==> src/rtl/video_scanout.sv <==
// Display timing generator and scan-out stage.
// It sweeps the raster, drives the frame-buffer read address and expands
// each registered RGB332 pixel to 24-bit RGB. Sync and data-enable leave on
// the same clock as the pixel they belong to.
module video_scanout #(
  parameter int   H_ACTIVE = 640,
  parameter int   H_FP     = 16,
  parameter int   H_SYNC   = 96,
  parameter int   H_BP     = 48,
  parameter int   V_ACTIVE = 480,
  parameter int   V_FP     = 10,
  parameter int   V_SYNC   = 2,
  parameter int   V_BP     = 33,
  parameter logic SYNC_POL = 1'b0
) (
  input  logic       clk,
  input  logic       reset_n,
  output logic [9:0] rdaddress_x,
  output logic [9:0] rdaddress_y,
  input  logic [7:0] read_data,
  output logic [7:0] red,
  output logic [7:0] green,
  output logic [7:0] blue,
  output logic       hsync,
  output logic       vsync,
  output logic       de,
  output logic       frame_start
);

  localparam int H_TOTAL = H_ACTIVE + H_FP + H_SYNC + H_BP;
  localparam int V_TOTAL = V_ACTIVE + V_FP + V_SYNC + V_BP;

  localparam logic [9:0] H_LAST   = 10'(H_TOTAL - 1);
  localparam logic [9:0] V_LAST   = 10'(V_TOTAL - 1);
  localparam logic [9:0] H_ACT    = 10'(H_ACTIVE);
  localparam logic [9:0] V_ACT    = 10'(V_ACTIVE);
  localparam logic [9:0] H_SYNC_S = 10'(H_ACTIVE + H_FP);
  localparam logic [9:0] H_SYNC_E = 10'(H_ACTIVE + H_FP + H_SYNC);
  localparam logic [9:0] V_SYNC_S = 10'(V_ACTIVE + V_FP);
  localparam logic [9:0] V_SYNC_E = 10'(V_ACTIVE + V_FP + V_SYNC);

  logic [9:0] h_count;
  logic [9:0] v_count;
  logic       h_vis;
  logic       v_vis;
  logic       act;
  logic       hs;
  logic       vs;
  logic       first;

  logic       vld_p1;
  logic       hs_p1;
  logic       vs_p1;
  logic       first_p1;

  // RGB332 to RGB888 by bit replication so full-scale codes reach 0xFF.
  function automatic logic [23:0] expand_rgb332(input logic [7:0] pix);
    return {pix[7:5], pix[7:5], pix[7:6],
            pix[4:2], pix[4:2], pix[4:3],
            {4{pix[1:0]}}};
  endfunction

  // Raster counters: h wraps every line, v advances on the h wrap.
  always_ff @(posedge clk or negedge reset_n) begin
    if (!reset_n) begin
      h_count <= '0;
      v_count <= '0;
    end else if (h_count == H_LAST) begin
      h_count <= '0;
      v_count <= (v_count == V_LAST) ? 10'd0 : v_count + 10'd1;
    end else begin
      h_count <= h_count + 10'd1;
    end
  end

  // Raw timing and read address decoded straight from the counters; the
  // address is held at 0 in blanking so it never leaves the buffer.
  always_comb begin
    h_vis       = (h_count < H_ACT);
    v_vis       = (v_count < V_ACT);
    act         = h_vis && v_vis;
    hs          = (h_count >= H_SYNC_S) && (h_count < H_SYNC_E);
    vs          = (v_count >= V_SYNC_S) && (v_count < V_SYNC_E);
    first       = (h_count == 10'd0) && (v_count == 10'd0);
    rdaddress_x = h_vis ? h_count : 10'd0;
    rdaddress_y = v_vis ? v_count : 10'd0;
  end

  // ---- stage p1: timing delayed one clock to meet the buffer's read_data
  always_ff @(posedge clk or negedge reset_n) begin
    if (!reset_n) begin
      vld_p1   <= 1'b0;
      hs_p1    <= 1'b0;
      vs_p1    <= 1'b0;
      first_p1 <= 1'b0;
    end else begin
      vld_p1   <= act;
      hs_p1    <= hs;
      vs_p1    <= vs;
      first_p1 <= first;
    end
  end

  // ---- stage p2: registered outputs, pixel blanked whenever de is low
  always_ff @(posedge clk or negedge reset_n) begin
    if (!reset_n) begin
      de                 <= 1'b0;
      frame_start        <= 1'b0;
      hsync              <= ~SYNC_POL;
      vsync              <= ~SYNC_POL;
      {red, green, blue} <= '0;
    end else begin
      de                 <= vld_p1;
      frame_start        <= first_p1;
      hsync              <= hs_p1 ? SYNC_POL : ~SYNC_POL;
      vsync              <= vs_p1 ? SYNC_POL : ~SYNC_POL;
      {red, green, blue} <= vld_p1 ? expand_rgb332(read_data) : 24'h0;
    end
  end

endmodule

==> config.mk <==
export PLATFORM = sky130hd
export DESIGN_NAME = video_scanout
export DESIGN_NICKNAME = d
export VERILOG_FILES = /design/src/rtl/video_scanout.sv
export SDC_FILE = /design/constraint.sdc
export NUM_CORES = 1
export LEC_CHECK = 0
export CAP_MARGIN = 25
export CORE_MARGIN = 2
export CORE_UTILIZATION = 47
export CTS_CLUSTER_DIAMETER = 40
export DETAILED_ROUTE_END_ITERATION = 8
export PLACE_DENSITY = 0.8
export SLEW_MARGIN = 20
export SYNTH_ARGS = -nofsm -noshare
export SYNTH_HDL_FRONTEND = slang
export SYNTH_SLANG_ARGS = --single-unit
==> constraint.sdc <==
create_clock -name clk -period 2 [get_ports clk]
set_input_delay 0.2 -clock clk [delete_from_list [all_inputs] [get_ports clk]]
set_output_delay 0.2 -clock clk [all_outputs]
set_load 0.02 [all_outputs]
======== Word level (Yosys, flattened, before mapping) ========
Cells that the tools add are included.
Widths: inputs -> output; s select.
operators by class
  $add $sub $neg .......................... 2
  $lt $le $gt $ge ......................... 6
  eq/ne operators ......................... 2
  mux-type cells .......................... 7
  reduce and logical (&&, ||, !) cells .... 6
operator list
  kind                   number
  $mux 10                4
  $mux 24                1
  $add 10x1->10 const B  2
  $eq 10x10->1 const B   2
  $logic_not 10->1       2
  $lt 10x10->1 const B   2
  $lt 10x9->1 const B    2
  $ge 10x10->1 const B   1
  $ge 10x9->1 const B    1
  $logic_and 1x1->1      4
  $mux 1                 2
storage, ports and cells
  bits in registers ....................... 52
  input bits .............................. 10
  output and inout bits ................... 48
  logic and storage cells ................. 36

======== Depth between registers and ports, before layout ========
Gate-level depths: netlist of the first run.
  word-level depth ........................ 2
  depth in mapped cells ................... 7
  gate-level depth less buffers ........... 6

======== Worst setup path before layout of the first run ========
OpenSTA, ideal clock, no wires.
  path type ............................... reg2reg
  start point ............................. register h_count[0]
  end point ............................... register v_count[8]
  setup time .............................. 0.125 ns
  arrival time ............................ 1.471 ns
  data required time ...................... 1.875 ns
  slack ................................... 0.404 ns
  stages on the path, launching flop included .. 8
  path buffers ............................ 2
  clock period less this slack ............ 1.596 ns
  cell sequence ........................... dfrtp_1 > ha_1 > and4_1 > buf_6 > and4_4 > buf_6 > nand4_4 > xnor2_2
between the ends
  cells in the longest elaborated chain, start to end .. 1
ends and longest elaborated chain
  what                    RTL line  text
  start, declared         42        logic [9:0] h_count;
  start signal, assigned  72        h_count <= h_count + 10'd1;
  $eq 10x10->1            68        end else if (h_count == H_LAST) begin
  end signal, assigned    70        v_count <= (v_count == V_LAST) ? 10'd0 : v_count + 10'd1;
  end, declared           43        logic [9:0] v_count;
No other way between the ends.
A chain may end at the register's enable or synchronous reset.

======== Final worst setup path of the first run ========
  start point ............................. register h_count[8]
  end point ............................... output rdaddress_x[9]
between the ends
  cells in the longest elaborated chain, start to end .. 2
ends and longest elaborated chain
  what           RTL line  text
  $lt 10x10->1   79        h_vis = (h_count < H_ACT);
  $mux 10        85        rdaddress_x = h_vis ? h_count : 10'd0;
  end, declared  18        output logic [9:0] rdaddress_x,
No other way between the ends.

==> results.tsv, run 1 <==
stage	metric	value	unit
synthesis	largest family of logic cells by synthesized area	simple AND/OR/NAND/NOR gates	
clock_tree	post-cts sizing count	9	
global_route	number of global-route vias before repair	1312	
layout	Net count, final	242	
layout	Area Overhead vs Synth	31.3	%
synthesis	Post-Syn Area	0.00190	sq mm
worst_setup_path	r2r startpoint	v_count[1]	
clock_tree	Sink Count	36	
synthesis	number of synthesized flops with an enable pin	0	
drt	drt wl/cell	12.9	um
layout	# diodes	0	
sta	Max Slew Vio Count	0	
drt	DRT Pass-1 Iters	4	
clock_tree	postcts setup bufs	0	
synthesis	mux share of post-synthesis cell area	0	
hold_path	Hold Path Class	in -> async	
synthesis	Async S/R FF share, synth	1.00	
clock_tree	maximum root-to-sink buffer count	2	
floorplan	initial core utilization	0.481	
global_route	gr busiest metal	met2	
clock_tree	Worst-path clk slew	0.07	ns
floorplan	Die Width	67.5	um
clock_tree	clock latency on the worst-skew pair	0.28	ns
synthesis	Yosys Warn Count	0	
sta	Worst Hold Margin	0.322	ns
drt	final wirelength	3.60	mm
floorplan	row count	23	
global_route	Tot GR Track Use	0.177	
layout	share of cells above drive strength 1	0.131	
outcome	outcome	finished, final reports clean	
sta	Setup Skew	0.00538	ns
worst_setup_path	Worst Setup Path Type	reg -> out	
worst_setup_path	element type at the critical path start	register	
clock_tree	CTS tree	yes	
global_route	met2 Use GR	0.308	
sta	RSZ-0062 raised after global routing	no	
worst_setup_path	Critical Path RT	1.80	ns
clock_tree	cts bufs inserted	5	
global_route	met1 GRT Util	0.215	
synthesis	area share of fa/ha/maj cells after synthesis	0.0264	
synthesis	post-synthesis compound-gate area fraction	0.0547	
synthesis	Mapped Cells	179	
floorplan	Core ar.	0.00394	sq mm
sta	# setup viols final	0	
drt	post-route ant nets	0	
layout	commonest non-fill, non-tap cell in the layout	clkdlybuf4s50_1	
drt	post-DR vias/cell	5.06	
drt	via count	1413	
global_route	met3 usage	0.0383	
drt	drc violations	0	
synthesis	Seq/Total Area, Yosys	0.476	
worst_setup_path	worst-path maximum fanout	9	
global_route	antenna violations before repair	0	
floorplan	Die H	67.5	um
synthesis	ys flop type	dfrtp_1	
worst_setup_path	critical path arrival	1.65	ns
synthesis	top cell type's share of synthesized area	0.449	
placement	gpl congestion	0.783	
synthesis	synth top area cells	dfrtp_1 (45%), and2_1 (8.9%), buf_4 (7.5%)	
sta	Max Clk Rate	0.541	GHz
worst_setup_path	reg2reg path depth	6	
worst_setup_path	reg2reg setup slack	0.16	ns
job	max-cap violations	0	
clock_tree	Post-CTS Hold Buffers	0	
clock_tree	H-tree Lvls	2	
sta	Tmin final	1.85	ns
global_route	gr ovfl total	0	
synthesis	Synth cell types	41	
drt	1st-iter DRT viols	60	
synthesis	post-synth net total	193	
synthesis	Syn Area/Cell	10.6	sq um
pwr	Leak	1.20	nW
pwr	worst vdd ir	0.359	mV
worst_setup_path	R2R Path End	v_count[3]	
global_route	first-pass GRT wire length	6.04	mm
synthesis	Yosys top cell by area	dfrtp_1	
sta	setup TNS	0	ns
pwr	PwrDens	554	mW/mm^2
floorplan	top-level I/O count	58	
synthesis	post-synthesis simple-gate area fraction	0.270	
layout	Fillers	342	
placement	Detailed Place HPWL	2.55	mm
global_route	largest net degree at the start of global routing	37	
sta	Tcrit/Tclk final	0.925	
placement	port bufs	56	
layout	most frequent cells in the layout	clkdlybuf4s50_1 (40), dfrtp_1 (34), and2_1 (27)	
sta	final hold viol count	0	
synthesis	xor and xnor area share after synthesis	0.0501	
synthesis	synthesized flop and latch total	36	
floorplan	die area	0.00456	sq mm
clock_tree	clock root buffer	clkbuf_8	
worst_setup_path	Setup crit end kind	output pin	
[worst max-delay path by stage]
stage                     startpoint              to  slack [ns]  depth (start not counted)
after floorplan           h_count[0]      v_count[8]        0.40                          7
after global placement    v_count[0]      v_count[3]        0.22                          6
after detailed placement  v_count[7]  rdaddress_y[2]        0.21                          5
after CTS                 h_count[7]  rdaddress_x[6]        0.04                          4
after global routing      h_count[8]  rdaddress_x[9]        0.03                          3
final                     h_count[8]  rdaddress_x[9]        0.15                          3
[power by group]
part           total, mW  internal [mW]  switching, mW  leakage (nW)
sequential         0.742          0.736        0.00538         0.453
combinational      0.120         0.0613         0.0587         0.694
clock              0.519          0.275          0.245        0.0510
[final cells by class]
| cell class | instances | area [sq um] | area share |
|---|---|---|---|
| flip-flops and latches | 36 | 903 | 0.363 |
| multi-input cells | 112 | 764 | 0.307 |
| repair buffers | 66 | 642 | 0.258 |
| clock buffers | 6 | 82.6 | 0.0331 |
| well taps | 50 | 62.6 | 0.0251 |
| inverters | 7 | 26.3 | 0.0105 |
| clock inverters | 2 | 10.0 | 0.00402 |
[registers in the layout, indices dropped and copies added (netlist names)]
| signal | flops |
|---|---|
| blue | 2 |
| de | 1 |
| first_p1 | 1 |
| frame_start | 1 |
| green | 3 |
| h_count | 10 |
| hs_p1 | 1 |
| hsync | 1 |
| red | 3 |
| v_count | 10 |
| vld_p1 | 1 |
| vs_p1 | 1 |
| vsync | 1 |
[metrics by stage]
step | worst slack (ns) | utilization | power, mW | instances | cell area, sq um
after CTS | 0.0414 | 0.627 | 1.40 | 279 | 2470
after detailed placement | 0.207 | 0.607 | 0.878 | 271 | 2390
final | 0.150 | 0.632 | 1.38 | 279 | 2490
after global routing | 0.0272 | 0.632 | 1.44 | 279 | 2490
after floorplan | 0.404 | - | 0.821 | 179 | 1900
after global placement | 0.215 | 0.607 | 0.876 | 271 | 2390
[cell usage after synthesis (2+ instances only)]
master / instances
a21oi_1: 5
a31oi_1: 2
and2_1: 27
and2_2: 2
buf_4: 19
buf_6: 4
dfrtp_1: 34
dfstp_2: 2
ha_1: 4
inv_1: 7
nand2_1: 9
nand3_1: 6
nand4_1: 5
nand4_4: 2
nor2_1: 6
nor2b_1: 2
nor3_1: 3
nor4_1: 4
o21ai_0: 6
or3_1: 2
xnor2_1: 5
xor2_1: 4
[cell families (layout without fill, tap and decap cells)]
| family | after synthesis | count (layout) |
|---|---|---|
| simple gates | 79 | 79 |
| flops | 36 | 36 |
| buf+inv | 31 | 81 |
| compound gates | 18 | 18 |
| xor+xnor | 10 | 10 |
| fa+ha+maj | 4 | 4 |
| other cells | 1 | 1 |
[routing by layer]
metal / share of wire / wire (um) / vias up
met5: 0 / 0 / -
met4: 0.010 / 37 / 0
met3: 0.068 / 245 / 5
met2: 0.48 / 1740 / 56
met1: 0.44 / 1570 / 668
li1: - / - / 684
[worst max-delay path: stages (launching register included)]
cell and delay [ns]:
dfrtp_1 0.39, buf_4 0.17, nor3b_1 0.19, clkdlybuf4s50_1 0.63
Note: power is estimated with default switching activity, not from simulation.
==> run 2: changes to the inputs <==
--- a/config.mk
+++ b/config.mk
@@ -11,6 +11,7 @@
 export CTS_CLUSTER_DIAMETER = 40
 export DETAILED_ROUTE_END_ITERATION = 8
 export PLACE_DENSITY = 0.8
+export REMOVE_ABC_BUFFERS = 1
 export SLEW_MARGIN = 20
 export SYNTH_ARGS = -nofsm -noshare
 export SYNTH_HDL_FRONTEND = slang
==> run 2 against run 1 <==
Design area up 1.1%. Final cell count up 1.1%. Die area did not move. Hold slack better by 0.0033 ns. Critical path depth up 2. Flip-flop and latch count unchanged. Largest power group unchanged. First-iteration DRC count shrank 23%. Sequential power is essentially flat. Worst setup slack worse by 0.025 ns. Power up 0.76%. Core utilization increased by 0.70 points. Routed wire length up 4.6%.
==> results.tsv, run 2 (synthesized netlist as in run 1, its figures left out) <==
stage	metric	value	unit	change
outcome	outcome	finished, final reports clean		
placement	port bufs	56		unchanged
hold_path	Hold Path Class	in -> async		
floorplan	row count	23		unchanged
global_route	number of global-route vias before repair	1325		+0.99%
layout	most frequent cells in the layout	clkdlybuf4s50_1 (39), dfrtp_1 (34), and2_1 (27)		
worst_setup_path	R2R Path End	v_count[6]		
sta	RSZ-0062 raised after global routing	no		
clock_tree	H-tree Lvls	2		unchanged
drt	final wirelength	3.77	mm	+4.6%
sta	Max Slew Vio Count	0		unchanged
drt	1st-iter DRT viols	46		-23%
worst_setup_path	Worst Setup Path Type	reg -> out		
clock_tree	clock root buffer	clkbuf_8		
sta	Worst Hold Margin	0.326	ns	+0.00333 ns
sta	Tmin final	1.88	ns	+0.0253 ns
drt	post-route ant nets	0		unchanged
global_route	Tot GR Track Use	0.187		+0.0101
floorplan	die area	0.00456	sq mm	unchanged
layout	Largest regs	h_count x10, v_count x10		
floorplan	initial core utilization	0.481		unchanged
sta	setup TNS	0	ns	unchanged
drt	post-DR vias/cell	4.91		-3.0%
clock_tree	CTS tree	yes		
drt	via count	1386		-1.9%
layout	# diodes	0		unchanged
pwr	Leak	1.22	nW	+1.7%
floorplan	Die H	67.5	um	unchanged
layout	Area Overhead vs Synth	32.8	%	
drt	drt wl/cell	13.4	um	+3.5%
sta	final hold viol count	0		unchanged
global_route	antenna violations before repair	0		unchanged
worst_setup_path	reg2reg path depth	5		-1
clock_tree	maximum root-to-sink buffer count	2		unchanged
clock_tree	clock latency on the worst-skew pair	0.29	ns	about the same
clock_tree	Worst-path clk slew	0.07	ns	about the same
layout	Net count, final	245		+1.2%
worst_setup_path	r2r startpoint	h_count[0]		
layout	share of cells above drive strength 1	0.151		+0.0199
layout	Final Util	0.639		+0.00698
job	max-cap violations	0		unchanged
drt	DRT Pass-1 Iters	5		+1
floorplan	Die Width	67.5	um	unchanged
pwr	PwrDens	552	mW/mm^2	-0.34%
worst_setup_path	Critical Path RT	1.80	ns	about the same
placement	Detailed Place HPWL	2.70	mm	+5.9%
drt	drc violations	0		unchanged
pwr	worst vdd ir	0.270	mV	-25%
worst_setup_path	Setup crit end kind	output pin		
clock_tree	cts bufs inserted	5		unchanged
worst_setup_path	element type at the critical path start	register		
global_route	largest net degree at the start of global routing	37		unchanged
sta	Max Clk Rate	0.533	GHz	-1.3%
worst_setup_path	critical path arrival	1.68	ns	+0.03 ns
placement	Worst Setup Slack post-DPL	0.0985	ns	-0.108 ns
sta	Tcrit/Tclk final	0.938		+0.0126
placement	gpl congestion	0.866		+11%
worst_setup_path	reg2reg setup slack	0.20	ns	+0.04 ns
clock_tree	Sink Count	36		unchanged
sta	# setup viols final	0		unchanged
layout	commonest non-fill, non-tap cell in the layout	clkdlybuf4s50_1		
sta	Setup Skew	0.00263	ns	-0.00275 ns
sta	setup slack after layout	0.125	ns	-0.0253 ns
floorplan	Core ar.	0.00394	sq mm	unchanged
floorplan	top-level I/O count	58		unchanged
global_route	first-pass GRT wire length	6.26	mm	+3.7%
worst_setup_path	worst-path maximum fanout	5		-4
clock_tree	postcts setup bufs	0		unchanged
global_route	gr ovfl total	0		unchanged
[run 2: how the worst max path moves through the flow]
stage                     end        from
2_1_floorplan      v_count[6]  h_count[0]
3_3_place_gp   rdaddress_y[7]  v_count[5]
3_5_place_dp   rdaddress_y[8]  v_count[5]
4_1_cts        rdaddress_x[1]  h_count[7]
5_1_grt        rdaddress_y[7]  v_count[7]
6_report       rdaddress_y[1]  v_count[5]
[run 2: where the power goes]
part / switching [mW] / leakage [nW] / total [mW] / internal [mW]
Sequential: 0.00584 / 0.453 / 0.742 / 0.736
Clock: 0.255 / 0.0510 / 0.529 / 0.275
Combinational: 0.0590 / 0.714 / 0.120 / 0.0613
[run 2: per-stage QoR]
step           instances  cell area [sq um]  power (mW)
2_1_floorplan        155               1690       0.796
3_3_place_gp         274               2410       0.876
3_5_place_dp         274               2410       0.878
4_1_cts              282               2490        1.41
5_1_grt              282               2520        1.45
6_report             282               2520        1.39
[run 2: timing repair]
action                                  in CTS  in global routing
endpoints found under the setup margin      11                 22
hold buffers                                 0                  0
gates resized for setup                     11                  8
[run 2: cell type report]
cell class,count,area (sq um)
Clock buffer,6,82.6
Clock inverter,2,10.0
Fill cell,325,1420
Inverter,7,26.3
Multi-Input combinational cell,112,774
Sequential cell,36,903
Tap cell,50,62.6
Timing Repair Buffer,69,659
[run 2: layer usage]
metal	GRT usage	share of wire	vias up	wire, um
li1	-	-	688	-
met1	0.234	0.44	641	1650
met2	0.300	0.47	53	1770
met3	0.0483	0.080	4	301
met4	0.0893	0.012	0	44
met5	0	0	-	0
[run 2: critical path: stages (launching register included)]
cell and delay [ns]:
dfrtp_1 0.39, and3_1 0.22, a21oi_2 0.18, buf_4 0.15, and2_1 0.12, dlygate4sd2_1 0.33
==> run 3: changes to the inputs <==
--- a/config.mk
+++ b/config.mk
@@ -7,10 +7,11 @@
 export LEC_CHECK = 0
 export CAP_MARGIN = 25
 export CORE_MARGIN = 2
-export CORE_UTILIZATION = 47
+export CORE_UTILIZATION = 48
+export CTS_BUF_LIST = sky130_fd_sc_hd__clkbuf_8
 export CTS_CLUSTER_DIAMETER = 40
 export DETAILED_ROUTE_END_ITERATION = 8
-export PLACE_DENSITY = 0.8
+export PLACE_DENSITY = 0.82
 export REMOVE_ABC_BUFFERS = 1
 export SLEW_MARGIN = 20
 export SYNTH_ARGS = -nofsm -noshare
==> run 3 against run 2 <==
Sequential power hardly changed. Final cell count fell by 1.8%. Combinational power hardly changed. Sequential share of layout area about the same. Critical endpoint is now rdaddress_y[2].
==> results.tsv, run 3 (synthesized netlist as in run 1, its figures left out) <==
stage	metric	value	unit	change
floorplan	Die Width	66.9	um	-0.98%
layout	Net count, final	242		-1.2%
worst_setup_path	element type at the critical path start	register		
hold_path	Hold Path Class	in -> async		
sta	final hold viol count	0		unchanged
floorplan	die area	0.00447	sq mm	-2.0%
clock_tree	Worst-path clk slew	0.08	ns	about the same
sta	RSZ-0062 raised after global routing	no		
global_route	gr ovfl total	0		unchanged
placement	gpl congestion	0.822		-5.1%
sta	# setup viols final	0		unchanged
placement	placed insts	269		-1.8%
sta	Tmin final	1.91	ns	+0.0313 ns
layout	Area Overhead vs Synth	32.7	%	about the same
worst_setup_path	reg2reg setup slack	0.20	ns	about the same
layout	Largest regs	h_count x10, v_count x10		
floorplan	Core ar.	0.00374	sq mm	-5.0%
drt	via count	1444		+4.2%
floorplan	initial core utilization	0.507		+0.0256
drt	1st-iter DRT viols	49		+6.5%
worst_setup_path	critical path arrival	1.71	ns	+0.03 ns
sta	Max Slew Vio Count	0		unchanged
drt	final wirelength	3.86	mm	+2.4%
floorplan	Die H	66.9	um	-0.98%
sta	setup TNS	0	ns	unchanged
pwr	NetSw	0.330	mW	+3.3%
job	max-cap violations	0		unchanged
pwr	PwrDens	595	mW/mm^2	+7.6%
pwr	worst vdd ir	0.374	mV	+38%
sta	Setup Skew	0.00967	ns	+0.00705 ns
drt	DRT Pass-1 Iters	4		-1
placement	Detailed Place HPWL	2.81	mm	+4.0%
global_route	number of global-route vias before repair	1411		+6.5%
pwr	Flop pwr share	0.496		-0.037
global_route	Tot GR Track Use	0.192		+0.00481
global_route	first-pass GRT wire length	6.38	mm	+1.9%
pwr	clock power share	0.424		+0.044
layout	post-route cell area	0.00252	sq mm	about the same
clock_tree	postcts setup bufs	0		unchanged
placement	Post-Place Cell Area	0.00239	sq mm	-1.0%
layout	non-filler cells in the finished layout	277		-1.8%
worst_setup_path	Worst Setup Path Type	reg -> out		
layout	# diodes	0		unchanged
clock_tree	cts bufs inserted	5		unchanged
clock_tree	Sink Count	36		unchanged
layout	share of cells above drive strength 1	0.135		-0.0155
clock_tree	maximum root-to-sink buffer count	2		unchanged
sta	Tcrit/Tclk final	0.953		+0.0156
drt	drc violations	0		unchanged
pwr	total power	1.50	mW	+7.5%
worst_setup_path	Setup crit end kind	output pin		
global_route	largest net degree at the start of global routing	37		unchanged
clock_tree	clock root buffer	clkbuf_8		
global_route	antenna violations before repair	0		unchanged
pwr	Logic pwr share	0.081		-0.005
clock_tree	CTS tree	yes		
floorplan	top-level I/O count	58		unchanged
worst_setup_path	worst-path maximum fanout	4		-1
pwr	Leak	1.20	nW	-1.9%
layout	most frequent cells in the layout	clkdlybuf4s50_1 (40), dfrtp_1 (34), and2_1 (27)		
pwr	Int Pwr	1.17	mW	+8.8%
worst_setup_path	Critical Path RT	1.80	ns	about the same
sta	Max Clk Rate	0.525	GHz	-1.6%
drt	post-route ant nets	0		unchanged
clock_tree	H-tree Lvls	2		unchanged
layout	commonest non-fill, non-tap cell in the layout	clkdlybuf4s50_1		
drt	drt wl/cell	13.9	um	+4.3%
drt	post-DR vias/cell	5.21		+6.1%
pwr	Sw Ratio	0.221		-0.00896
floorplan	row count	22		-4.3%
placement	port bufs	56		unchanged
outcome	outcome	finished, final reports clean		
clock_tree	Post-CTS Hold Buffers	0		unchanged
clock_tree	clock latency on the worst-skew pair	0.29	ns	about the same
[run 3: cell types whose count changed in the layout (fill, tap and decap cells not counted), sizes merged]
| cell | delta |
|---|---|
| dlymetal6s2s | +1 |
| clkbuf | -1 |
| buf | -3 |
| dlygate4sd2 | -4 |
| clkinv | -1 |
| clkinvlp | +1 |
| clkdlybuf4s50 | +1 |
| bufinv | +1 |
| clkdlybuf4s15 | +2 |
[run 3: area by class of cell]
type	instances	area (sq um)
clock buffer	5	68.8
clock inverter	3	42.5
fill	313	1230
inverter	7	26.3
multi-input combinational	112	771
sequential	36	903
tap	48	60.1
timing repair buffer	66	644
[run 3: per-layer routing]
metal	GRT usage	part of all wire	routed length (um)
met3	0.0676	0.083	321
met2	0.318	0.46	1790
met5	0	0	0
met1	0.232	0.44	1710
met4	0.0638	0.010	40
[run 3: what timing repair did]
item                                   CTS  global route
gates resized for setup                  9            10
setup endpoints to repair                9            15
endpoints found under the hold margin    0             0
[run 3: path summary, 6_finish.rpt]
path	cells after the start	endpoint	from
worst max-delay path	5	rdaddress_y[2]	v_count[7]
worst min-delay path	2	green[5]	reset_n
worst max register to register	5	v_count[8]	h_count[0]
worst min register to register	1	hsync	hs_p1
max in group asynchronous	2	hsync	reset_n
min in group clk	1	hsync	hs_p1
[run 3: power by group through the flow]
stage	clock, mW	combinational [mW]	sequential (mW)
after floorplan	0	0.00708	0.789
after global placement	0	0.120	0.755
after detailed placement	0	0.123	0.756
after CTS	0.654	0.123	0.742
after global routing	0.692	0.129	0.743
final	0.634	0.121	0.742
[run 3: worst max-delay path: stages, from the launching register on]
cell and delay (ns):
dfrtp_1 0.42, and3_1 0.17, a21oi_1 0.20, buf_4 0.16, and2_1 0.13, dlygate4sd2_1 0.33
[run 3: through the flow]
| stage | util | worst slack (ns) | hold slack, ns |
|---|---|---|---|
| 6_report | 0.672 | 0.0936 | 0.327 |
| 5_1_grt | 0.672 | 0.000120 | 0.349 |
| 4_1_cts | 0.665 | 0.0144 | 0.329 |
| 3_5_place_dp | 0.638 | 0.129 | 0.336 |
| 3_3_place_gp | 0.638 | 0.190 | 0.340 |
| 2_1_floorplan | - | 0.404 | -0.0956 |
